--- src/rtl/irq_ctrl.sv ---
// Vectored interrupt controller: synchronised requests, MASK/PEND/ISR/MODE port
// registers, fixed or rotating priority with nesting, and a two-state request FSM.
module irq_ctrl #(
    parameter int         CHANNELS = 8,
    parameter logic [7:0] BASE     = 8'hF0,
    parameter logic [3:0] VBASE    = 4'h0,
    parameter bit         ROTATE   = 1'b0
) (
    input  logic                clock,
    input  logic                reset,
    input  logic                ce,
    input  logic [CHANNELS-1:0] req,
    input  logic                iff1,
    input  logic [7:0]          port_addr,
    input  logic [7:0]          port_din,
    input  logic                port_we,
    input  logic                port_rd,
    output logic [7:0]          port_dout,
    output logic                irq,
    output logic [3:0]          vect
);
    localparam logic [7:0] CH_MASK = 8'((9'd1 << CHANNELS) - 9'd1);

    typedef enum logic {ST_IDLE, ST_ASSERT} state_t;

    logic [7:0] req_w, sync1_q, sync2_q, s_prev_q, rise_s;
    logic [7:0] mask_q, mask_d, pend_q, pend_d, isr_q, isr_d, mode_q, mode_d;
    logic [2:0] low_q, low_d, chan_q, chan_d;
    state_t     state_q, state_d;
    logic       irq_q, irq_d, iff1_q;
    logic [3:0] vect_q, vect_d;

    logic [7:0] offset_s, cand_s, elig_s, w1c_s, ack_clr_s, eoi_clr_s;
    logic       in_range_s, wr_mask_s, wr_pend_s, wr_isr_s, wr_mode_s;
    logic       isr_any_s, any_elig_s, ack_s;
    logic [2:0] isr_top_s, best_c_s;

    assign req_w = 8'(req);
    assign irq   = irq_q;
    assign vect  = vect_q;

    // Port address decode; offset arithmetic wraps so BASE near 8'hFF still works.
    always_comb begin
        offset_s   = port_addr - BASE;
        in_range_s = (offset_s < 8'd4);
        wr_mask_s  = ce && port_we && in_range_s && (offset_s[1:0] == 2'd0);
        wr_pend_s  = ce && port_we && in_range_s && (offset_s[1:0] == 2'd1);
        wr_isr_s   = ce && port_we && in_range_s && (offset_s[1:0] == 2'd2);
        wr_mode_s  = ce && port_we && in_range_s && (offset_s[1:0] == 2'd3);
    end

    // Register read mux, combinational while the read strobe is held.
    always_comb begin
        port_dout = 8'h00;
        if (port_rd && in_range_s) begin
            case (offset_s[1:0])
                2'd0:    port_dout = mask_q;
                2'd1:    port_dout = pend_q;
                2'd2:    port_dout = isr_q;
                2'd3:    port_dout = mode_q;
                default: port_dout = 8'h00;
            endcase
        end else begin
            port_dout = 8'h00;
        end
    end

    // Walk channels from LOW in rank order: first ISR bit blocks everything below it.
    always_comb begin
        logic [2:0] ch;
        ch         = 3'd0;
        cand_s     = pend_q & ~mask_q & CH_MASK;
        elig_s     = 8'h00;
        isr_any_s  = 1'b0;
        isr_top_s  = 3'd0;
        any_elig_s = 1'b0;
        best_c_s   = 3'd0;
        for (int i = 0; i < CHANNELS; i++) begin
            ch = 3'((int'(low_q) + i) % CHANNELS);
            if (isr_q[ch]) begin
                if (!isr_any_s) isr_top_s = ch; else isr_top_s = isr_top_s;
                isr_any_s = 1'b1;
            end else if (cand_s[ch] && !isr_any_s) begin
                elig_s[ch] = 1'b1;
                if (!any_elig_s) best_c_s = ch; else best_c_s = best_c_s;
                any_elig_s = 1'b1;
            end else begin
                elig_s[ch] = elig_s[ch];
            end
        end
    end

    // Request FSM: latch the winner, then wait for acknowledge or loss of eligibility.
    always_comb begin
        state_d = state_q;
        chan_d  = chan_q;
        irq_d   = irq_q;
        vect_d  = vect_q;
        ack_s   = 1'b0;
        case (state_q)
            ST_IDLE: begin
                if (any_elig_s) begin
                    chan_d  = best_c_s;
                    irq_d   = 1'b1;
                    vect_d  = VBASE + 4'(best_c_s);
                    state_d = ST_ASSERT;
                end else begin
                    irq_d = 1'b0;
                end
            end
            ST_ASSERT: begin
                if (iff1_q && !iff1 && irq_q) begin
                    ack_s   = 1'b1;
                    irq_d   = 1'b0;
                    state_d = ST_IDLE;
                end else if (!elig_s[chan_q] || (!mode_q[chan_q] && !sync2_q[chan_q])) begin
                    // a level source that has already dropped is released without waiting for PEND
                    irq_d   = 1'b0;
                    state_d = ST_IDLE;
                end else begin
                    state_d = ST_ASSERT;
                end
            end
            default: begin
                irq_d   = 1'b0;
                state_d = ST_IDLE;
            end
        endcase
    end

    // Next state of the software-visible registers and the rotation pointer.
    always_comb begin
        rise_s    = sync2_q & ~s_prev_q;
        w1c_s     = wr_pend_s ? port_din : 8'h00;
        ack_clr_s = ack_s ? (8'd1 << chan_q) : 8'h00;
        eoi_clr_s = (wr_isr_s && isr_any_s) ? (8'd1 << isr_top_s) : 8'h00;
        mask_d    = wr_mask_s ? (port_din & CH_MASK) : mask_q;
        mode_d    = wr_mode_s ? (port_din & CH_MASK) : mode_q;
        // edge set beats both write-1-clear and acknowledge clear
        pend_d    = ((mode_q & (rise_s | (pend_q & ~w1c_s & ~ack_clr_s))) |
                     (~mode_q & sync2_q)) & CH_MASK;
        isr_d     = ((isr_q & ~eoi_clr_s) | (8'd1 << chan_q & {8{ack_s}})) & CH_MASK;
        if (ROTATE && wr_isr_s && isr_any_s) begin
            low_d = (isr_top_s == 3'(CHANNELS - 1)) ? 3'd0 : isr_top_s + 3'd1;
        end else begin
            low_d = low_q;
        end
    end

    // Two-flop request synchroniser, free-running regardless of ce.
    always_ff @(posedge clock or posedge reset) begin
        if (reset) begin
            sync1_q <= 8'h00;
            sync2_q <= 8'h00;
        end else begin
            sync1_q <= req_w;
            sync2_q <= sync1_q;
        end
    end

    // Controller state, frozen while ce is low.
    always_ff @(posedge clock or posedge reset) begin
        if (reset) begin
            s_prev_q <= 8'h00;
            mask_q   <= CH_MASK;
            pend_q   <= 8'h00;
            isr_q    <= 8'h00;
            mode_q   <= 8'h00;
            low_q    <= 3'd0;
            state_q  <= ST_IDLE;
            chan_q   <= 3'd0;
            irq_q    <= 1'b0;
            vect_q   <= VBASE;
            iff1_q   <= 1'b0;
        end else if (ce) begin
            s_prev_q <= sync2_q;
            mask_q   <= mask_d;
            pend_q   <= pend_d;
            isr_q    <= isr_d;
            mode_q   <= mode_d;
            low_q    <= low_d;
            state_q  <= state_d;
            chan_q   <= chan_d;
            irq_q    <= irq_d;
            vect_q   <= vect_d;
            iff1_q   <= iff1;
        end
    end
endmodule

--- config.mk ---
export PLATFORM = sky130hd
export DESIGN_NAME = irq_ctrl
export DESIGN_NICKNAME = d
export VERILOG_FILES = /design/src/rtl/irq_ctrl.sv
export SDC_FILE = /design/constraint.sdc
export NUM_CORES = 1
export LEC_CHECK = 0
export ABC_AREA = 1
export ABC_CLOCK_PERIOD_IN_PS = 2200
export BUFFER_PORTS_ARGS = -buffer_cell sky130_fd_sc_hd__buf_2
export CORE_ASPECT_RATIO = 1.5
export CORE_MARGIN = 4
export CORE_UTILIZATION = 45
export DETAILED_ROUTE_END_ITERATION = 16
export MAX_ROUTING_LAYER = met4
export PLACE_DENSITY = 0.71
export SLEW_MARGIN = 20
export SYNTH_ARGS = -nofsm -noshare
export SYNTH_HDL_FRONTEND = slang
export SYNTH_SLANG_ARGS = --single-unit
export TNS_END_PERCENT = 100
--- constraint.sdc ---
create_clock -name clock -period 2.2 [get_ports clock]
set_clock_uncertainty 0.2 [all_clocks]
set_input_delay 0.44 -clock clock [delete_from_list [all_inputs] [get_ports clock]]
set_output_delay 0.44 -clock clock [all_outputs]
set_load 0.02 [all_outputs]
==> run summary, run 1 <==
Row Count -> 37
Hold Crit Class -> primary input to flop
Initial drt markers -> 250
Fin. max-slew vios -> 0
Worst-margin pin slew -> 572.4 ps
Chip Height -> 111.2 µm
Die W -> 76.81 µm
Total GRT Usage -> 0.2138
Number of global-route vias before repair -> 2942
Setup Fix Bufs, Post-CTS -> 0
CTS clk-pin slew, worst paths -> 70 ps
First-pass GRT wire length -> 13.99 mm
CP Class -> primary input to primary output
Initial Util -> 0.4633
DRT Pass-1 Iters -> 5
Netlist Area Pre-Place -> 0.003196 mm²
Leakage -> 1.934 nW
Worst setup EP type -> primary output
Fillers -> 618
Post-DRT Antenna Nets -> 0
Worst VDD drop -> 508.1 µV
CTS tree -> yes
Synth area leader -> dfrtp_1
Total I/O pin count -> 43
Core area -> 0.006898 mm²
Maxcap violations -> 0
Detailed placer's ending HPWL -> 6.215 mm
Layout cell share with drive strength beyond 1 -> 0.2082
I/O Buffers -> 41
Bufs on Longest Clock Path -> 2
H-tree depth -> 3
Maximum fanout along the worst path -> 8
Synth top area share -> 0.4229
Total number of vias -> 2962
Final setup TNS -> 0 ps
CP Data Required Time -> 1560 ps
Largest net degree at the start of global routing -> 63
CTS sink count -> 62
Layout Nets -> 511
FF+latch count, synth -> 62
Outcome -> complete, no violations
Asr flop ratio synth -> 1.000
Setup violators final -> 0
Post-synth top flop -> dfrtp_1
Final Hold Viols -> 0
Sequential area share after synthesis -> 0.4886
Data arrival, critical path -> 1540 ps
Root Driver -> clkbuf_8
Final Cycle Share -> 0.9908
R2r setup slk -> 220 ps
DP Area -> 0.003595 mm²
Overflow after GRT -> 0
# diodes -> 0
Relative slew slack -> 0.6170
Setup repair after global routing missed its margin -> true
Die ar. -> 0.008541 mm²
Worst-skew pair later-pin latency -> 340 ps
GPL Wtd Cong -> 0.9616
Min cycle time layout -> 2180 ps
CP Launch Type -> primary input
Syn Area/Cell -> 7.719 µm²
TritonCTS Buffers -> 9
Area growth syn-to-layout -> 23.18%
Mapped Cells -> 414
Design area -> 0.003936 mm²
Routed WL per cell -> 14.89 µm
PwrDens -> 976.2 mW/mm²
Max Fclk -> 458.8 MHz
Post-synth EDFFs -> 0
Yosys cell types -> 32
Initial antenna violation count -> 0
Routed wire length -> 8.381 mm
Synth Warn # -> 0
Syn nets -> 444
DR vias/cell -> 5.261
Drt drc -> 0
Top cells by area, synth -> dfrtp_1 42%, nand2_1 14%, o21ai_0 7.5%
## Yosys cell counts (2+ instances only)
cell,count
nor2_4,3
nand4_1,5
nand3b_1,2
nand3_1,8
o21ai_0,48
o21ai_1,2
nor3_1,7
nor2_1,37
a22oi_1,5
dfrtp_1,54
o31ai_1,4
dfstp_2,8
nand2_1,119
clkbuf_1,7
clkinv_1,2
nor2_2,5
a21oi_1,13
inv_1,61
a221oi_1,10
nand2_4,2
## routing by layer
layer / vias up / global-route usage / routed length [µm]
met3: 27 / 0.03659 / 295
met2: 84 / 0.3458 / 4183
met4: 0 / 0.1052 / 316
met1: 1386 / 0.2565 / 3586
met5: - / - / 0
li1: 1465 / - / -
## power by group
part | switching [W] | internal [W]
clock | 0.000431 | 0.000694
combinational | 0.000846 | 0.000457
sequential | 0.000142 | 0.00127
total | 0.00142 | 0.00242
## final cells by class
cell class | count | area (µm²) | area share
sequential | 62 | 1562 | 0.3967
multi-input combinational | 280 | 1386 | 0.3522
timing repair buffer | 64 | 424.2 | 0.1078
inverter | 64 | 244.0 | 0.06198
clock buffer | 12 | 155.1 | 0.03942
tap | 78 | 97.59 | 0.02479
clock inverter | 3 | 67.56 | 0.01716
## cell usage in the layout (no fill, tap or decap)
cell type | Yosys | layout
o21ai_1 | 2 | 3
clkinvlp_4 | 0 | 2
a31oi_4 | 1 | 1
inv_2 | 1 | 2
clkbuf_1 | 7 | 1
bufinv_16 | 0 | 2
a221oi_1 | 10 | 7
a22oi_1 | 5 | 5
nand3_2 | 1 | 1
o21ai_2 | 1 | 1
nor2_2 | 5 | 6
a211oi_2 | 0 | 1
o21ai_0 | 48 | 47
dlygate4sd3_1 | 0 | 9
nand4_1 | 5 | 5
nand3_1 | 8 | 8
nor2_1 | 37 | 36
dfstp_2 | 8 | 8
or2_4 | 1 | 1
nor2_4 | 3 | 3
nand2_4 | 2 | 2
clkinv_1 | 2 | 1
nand3b_1 | 2 | 2
conb_1 | 1 | 1
buf_12 | 0 | 1
inv_1 | 61 | 60
nand3b_2 | 1 | 1
buf_2 | 0 | 38
o21bai_1 | 1 | 1
a21oi_1 | 13 | 13
dfrtp_1 | 54 | 54
buf_4 | 1 | 15
nor3_1 | 7 | 7
a221oi_2 | 0 | 3
nand2_1 | 119 | 119
a21oi_2 | 1 | 1
a21boi_1 | 1 | 1
clkbuf_8 | 0 | 11
buf_6 | 0 | 1
o31ai_1 | 4 | 4
## worst paths after layout
kind,start,to,depth (start not counted)
worst max-delay path,port_addr[1],port_dout[2],6
worst min-delay path,iff1,iff1_q,3
worst max register to register,chan_q[1],irq,12
worst min register to register,sync1_q[6],sync2_q[6],0
max in group asynchronous,reset,mask_q[2],4
min in group asynchronous,reset,sync2_q[6],4
## critical path, cell delays in order
cell,delay (ps)
buf_2,100
clkinv_1,80
nor2_2,280
a221oi_1,150
a221oi_2,280
buf_2,210
## kinds of logic after synthesis
kind of cell / after synthesis / share of synthesized area
simple gates: 191 / 0.2580
other cells: 1 / 0.001174
buf+inv: 72 / 0.08575
compound gates: 88 / 0.1664
flops: 62 / 0.4886
## what timing repair did
action	in CTS	in global routing
hold buffers	8	1
resized for setup	2	7
cloned	0	0
setup endpoints to repair	2	6
hold endpoints to repair	61	1
pin swaps	0	1
## per-stage QoR
step	power (W)	hold WS (ps)	util	worst slack, ps	std cells
2_1_floorplan	0.002334	131.2	-	0.2083	414
3_3_place_gp	0.002675	132.2	0.5211	-23.55	539
3_5_place_dp	0.002704	136.4	0.5211	-12.09	539
4_1_cts	0.003849	0.7557	0.5661	26.21	562
5_1_grt	0.004101	122.5	0.5707	-66.78	563
6_report	0.003843	116.4	0.5707	20.23	563
## state kept, by name, indices dropped and copies added (netlist names), 3 cells and up
register and flops:
sync1_q 8, isr_q 8, mask_q 8, mode_q 8, s_prev_q 8, sync2_q 8, pend_q 8, chan_q 3
No activity file was read; power rests on OpenSTA's default activity.
==> inputs of run 2 (changes only) <==
- ABC_AREA: 1 -> not set
==> run 2 against run 1 <==
  * The run now ends with negative setup slack left
  * Synthesized cell count down 33%
  * Wire length up 2.4%
  * Die area down 2.5%
  * Register-to-register slack worse by 420 ps
  * Non-clock buffer count up 41
  * Power up 7.1%
  * Final cell count down 18%
  * Via count down 9.6%
  * Fmax down 9.1%
  * Clock power down 16%
  * Setup slack worse by 220 ps
  * Critical path type is now flop to flop
  * Largest cell class is now multi-input gates
  * Largest power group is now combinational logic
==> run summary, run 2 <==
Outcome -> complete, but fails checks
Failing checks -> negative setup slack
Worst Setup Slack, final -> -198.9 ps (-219.1 ps)
PwrDens -> 967.0 mW/mm² (-0.95%)
Combinational power share -> 0.423 (+0.084)
Count leader, synth -> dfrtp_1
Min cycle time layout -> 2399 ps (+219.1 ps)
Worst setup EP type -> flop
Maximum fanout along the worst path -> 4 (-4)
Internal -> 0.002710 W (+12%)
Maxcap violations -> 0 (unchanged)
Relative slew slack -> 0.6411 (+0.02416)
Bufs on Longest Clock Path -> 2 (unchanged)
Initial drt markers -> 259 (+3.6%)
Number of global-route vias before repair -> 2726 (-7.3%)
Data arrival, critical path -> 2410 ps (+870 ps)
Initial Util -> 0.4696 (+0.006308)
Mapped Cells -> 277 (-33%)
Chip Height -> 109.8 µm (-1.3%)
Setup violators final -> 17 (+17)
Dpl cells -> 419 (-22%)
Multi-input gate area -> 0.001579 mm² (+14%)
# diodes -> 0 (unchanged)
Worst VDD drop -> 541.5 µV (+6.6%)
Sequential area share after synthesis -> 0.5022 (+0.01357)
Overflow after GRT -> 0 (unchanged)
Syn Area/Cell -> 11.22 µm² (+45%)
Layout Nets -> 412 (-19%)
Worst-skew pair later-pin latency -> 340 ps (about the same)
Total number of vias -> 2679 (-9.6%)
DP Area -> 0.003636 mm² (+1.1%)
Synth top area share -> 0.4346 (+0.01174)
I/O Buffers -> 41 (unchanged)
FF-to-FF path depth -> 6 (-6)
Max Fclk -> 416.9 MHz (-9.1%)
Synth Warn # -> 0 (unchanged)
Top cells by area, synth -> dfrtp_1 43%, mux2_2 8.0%, dfstp_2 6.8%
Syn nets -> 307 (-31%)
Routed wire length -> 8.582 mm (+2.4%)
Row Count -> 36 (-2.7%)
FF+latch count, synth -> 62 (unchanged)
Worst hold start -> port_din[1]
CP Data Required Time -> 2210 ps (+650 ps)
Drt drc -> 0 (unchanged)
Asr flop ratio synth -> 1.000 (unchanged)
Commonest non-fill, non-tap cell in the layout -> dfrtp_1
Hold Crit Depth -> 3 (unchanged)
Flip-flop and latch area -> 0.001565 mm² (+0.24%)
Total I/O pin count -> 43 (unchanged)
GPL Wtd Cong -> 0.9370 (-2.6%)
Synth cell count leaders -> 54 x dfrtp_1, 25 x nand2_1, 23 x o21ai_0
CP Launch Type -> flop
Fin. max-slew vios -> 0 (unchanged)
TritonCTS Buffers -> 9 (unchanged)
Layout cell share with drive strength beyond 1 -> 0.4806 (+0.2724)
Hold Crit Class -> primary input to flop
Routed WL per cell -> 18.54 µm (+25%)
CTS sink count -> 62 (unchanged)
Synth area leader -> dfrtp_1
Final Cycle Share -> 1.090 (+0.09958)
Leakage -> 1.928 nW (-0.34%)
Switching Share -> 0.3415 (-0.02755)
Detailed placer's ending HPWL -> 5.898 mm (-5.1%)
Most frequent cells in the layout -> 51 x dfrtp_1, 49 x buf_4, 32 x buf_2
Clk pwr share -> 0.229 (-0.064)
Switching pwr -> 0.001405 W (-0.91%)
Fin util -> 0.6427 (+0.07202)
CP startpoint -> isr_q[1]
First-pass GRT wire length -> 13.70 mm (-2.0%)
Final Hold Viols -> 0 (unchanged)
Worst-margin pin slew -> 537.2 ps (-35.26 ps)
Total GRT Usage -> 0.2368 (+0.02297)
Fillers -> 514 (-17%)
DRT Pass-1 Iters -> 5 (unchanged)
Post-synth EDFFs -> 0 (unchanged)
Core area -> 0.006621 mm² (-4.0%)
Die ar. -> 0.008331 mm² (-2.5%)
Largest net degree at the start of global routing -> 41 (-35%)
Fin cells -> 463 (-18%)
Die W -> 75.87 µm (-1.2%)
Seq pwr share -> 0.348 (-0.020)
DR vias/cell -> 5.786 (+10%)
Area growth syn-to-layout -> 36.86%
Worst slack at placement -> -249.0 ps (-236.9 ps)
Initial antenna violation count -> 0 (unchanged)
Yosys cell types -> 61 (+91%)
Post-synth top flop -> dfrtp_1
CTS clk-pin slew, worst paths -> 60 ps (about the same)
Post-DRT Antenna Nets -> 0 (unchanged)
Root Driver -> clkbuf_8
H-tree depth -> 3 (unchanged)
Critical R2R Launch -> isr_q[1]
CP Class -> flop to flop
Setup repair after global routing missed its margin -> true
Netlist Area Pre-Place -> 0.003109 mm² (-2.7%)
CTS tree -> yes
Design area -> 0.004255 mm² (+8.1%)
[run 2: changes by cell type in the layout (fill, tap and decap cells not counted), moves of 7 or more]
cell	before	now
nand2_1	119	25
inv_1	60	8
o21ai_0	47	12
buf_4	15	49
mux2_2	0	21
nor2_1	36	16
buf_6	1	12
mux4_2	0	8
a21oi_1	13	6
and3_1	0	7
and3_4	0	7
nand2b_1	0	7
[run 2: cell families (layout without fill, tap and decap cells)]
logic type,count (synthesis),after routing,synth area share
simple gates,96,96,0.1666
flops,62,62,0.5022
mux,30,30,0.1388
buf+inv,20,130,0.03863
other cells,1,1,0.001206
compound gates,68,68,0.1525
[run 2: critical path, stage by stage, from the launching register on]
cell and delay, ps:
dfrtp_1 380, or4_4 560, or3_4 440, nor3b_4 220, nor2_2 80, o41ai_2 270, o21ai_1 130
[run 2: worst paths after layout]
kind	slack [ps]	endpoint
setup / recovery	-200	isr_q[7]
hold / removal	130	mask_q[1]
setup reg to reg	-200	isr_q[7]
hold reg to reg	150	sync2_q[6]
max in group asynchronous	680	mask_q[2]
min in group asynchronous	480	pend_q[6]
[run 2: through the flow]
step	hold WS [ps]	total power, W	TNS [ps]
after floorplan	131.2	0.002188	-166.3
after global placement	131.7	0.002775	-2039
final	125.3	0.004115	-1549
after global routing	124.0	0.004322	-2430
after detailed placement	135.8	0.002799	-2612
after CTS	111.5	0.003932	-1607
[run 2: area by class of cell]
class                           instances  share of cell area
Multi-Input combinational cell        195              0.3711
Sequential cell                        62              0.3678
Timing Repair Buffer                  105              0.1852
Clock buffer                           16             0.04469
Tap cell                               76             0.02235
Inverter                                9            0.008821
[run 2: routing by layer]
layer	up-vias	wire, µm	track usage	share of wire
li1	1241	-	-	-
met1	1331	3577	0.2947	0.42
met3	19	456	0.06862	0.053
met5	-	0	-	0
met4	0	285	0.1075	0.033
met2	88	4262	0.3536	0.50
[run 2: repair_timing]
action / 4_1_cts / 5_1_grt
pin swaps: 15 / 11
hold buffers: 9 / 0
gates resized for setup: 41 / 22
endpoints found under the setup margin: 19 / 20
hold endpoints to repair: 27 / 0
buffers inserted: 11 / 10
[run 2: power groups by stage]
stage	Sequential (W)	Clock [W]	Combinational [W]
detailed placement	0.00145	0	0.00135
finish	0.00143	0.000944	0.00174
floorplan	0.00149	0	0.000699
global route	0.00146	0.00103	0.00184
CTS	0.00143	0.000974	0.00153
global placement	0.00144	0	0.00133
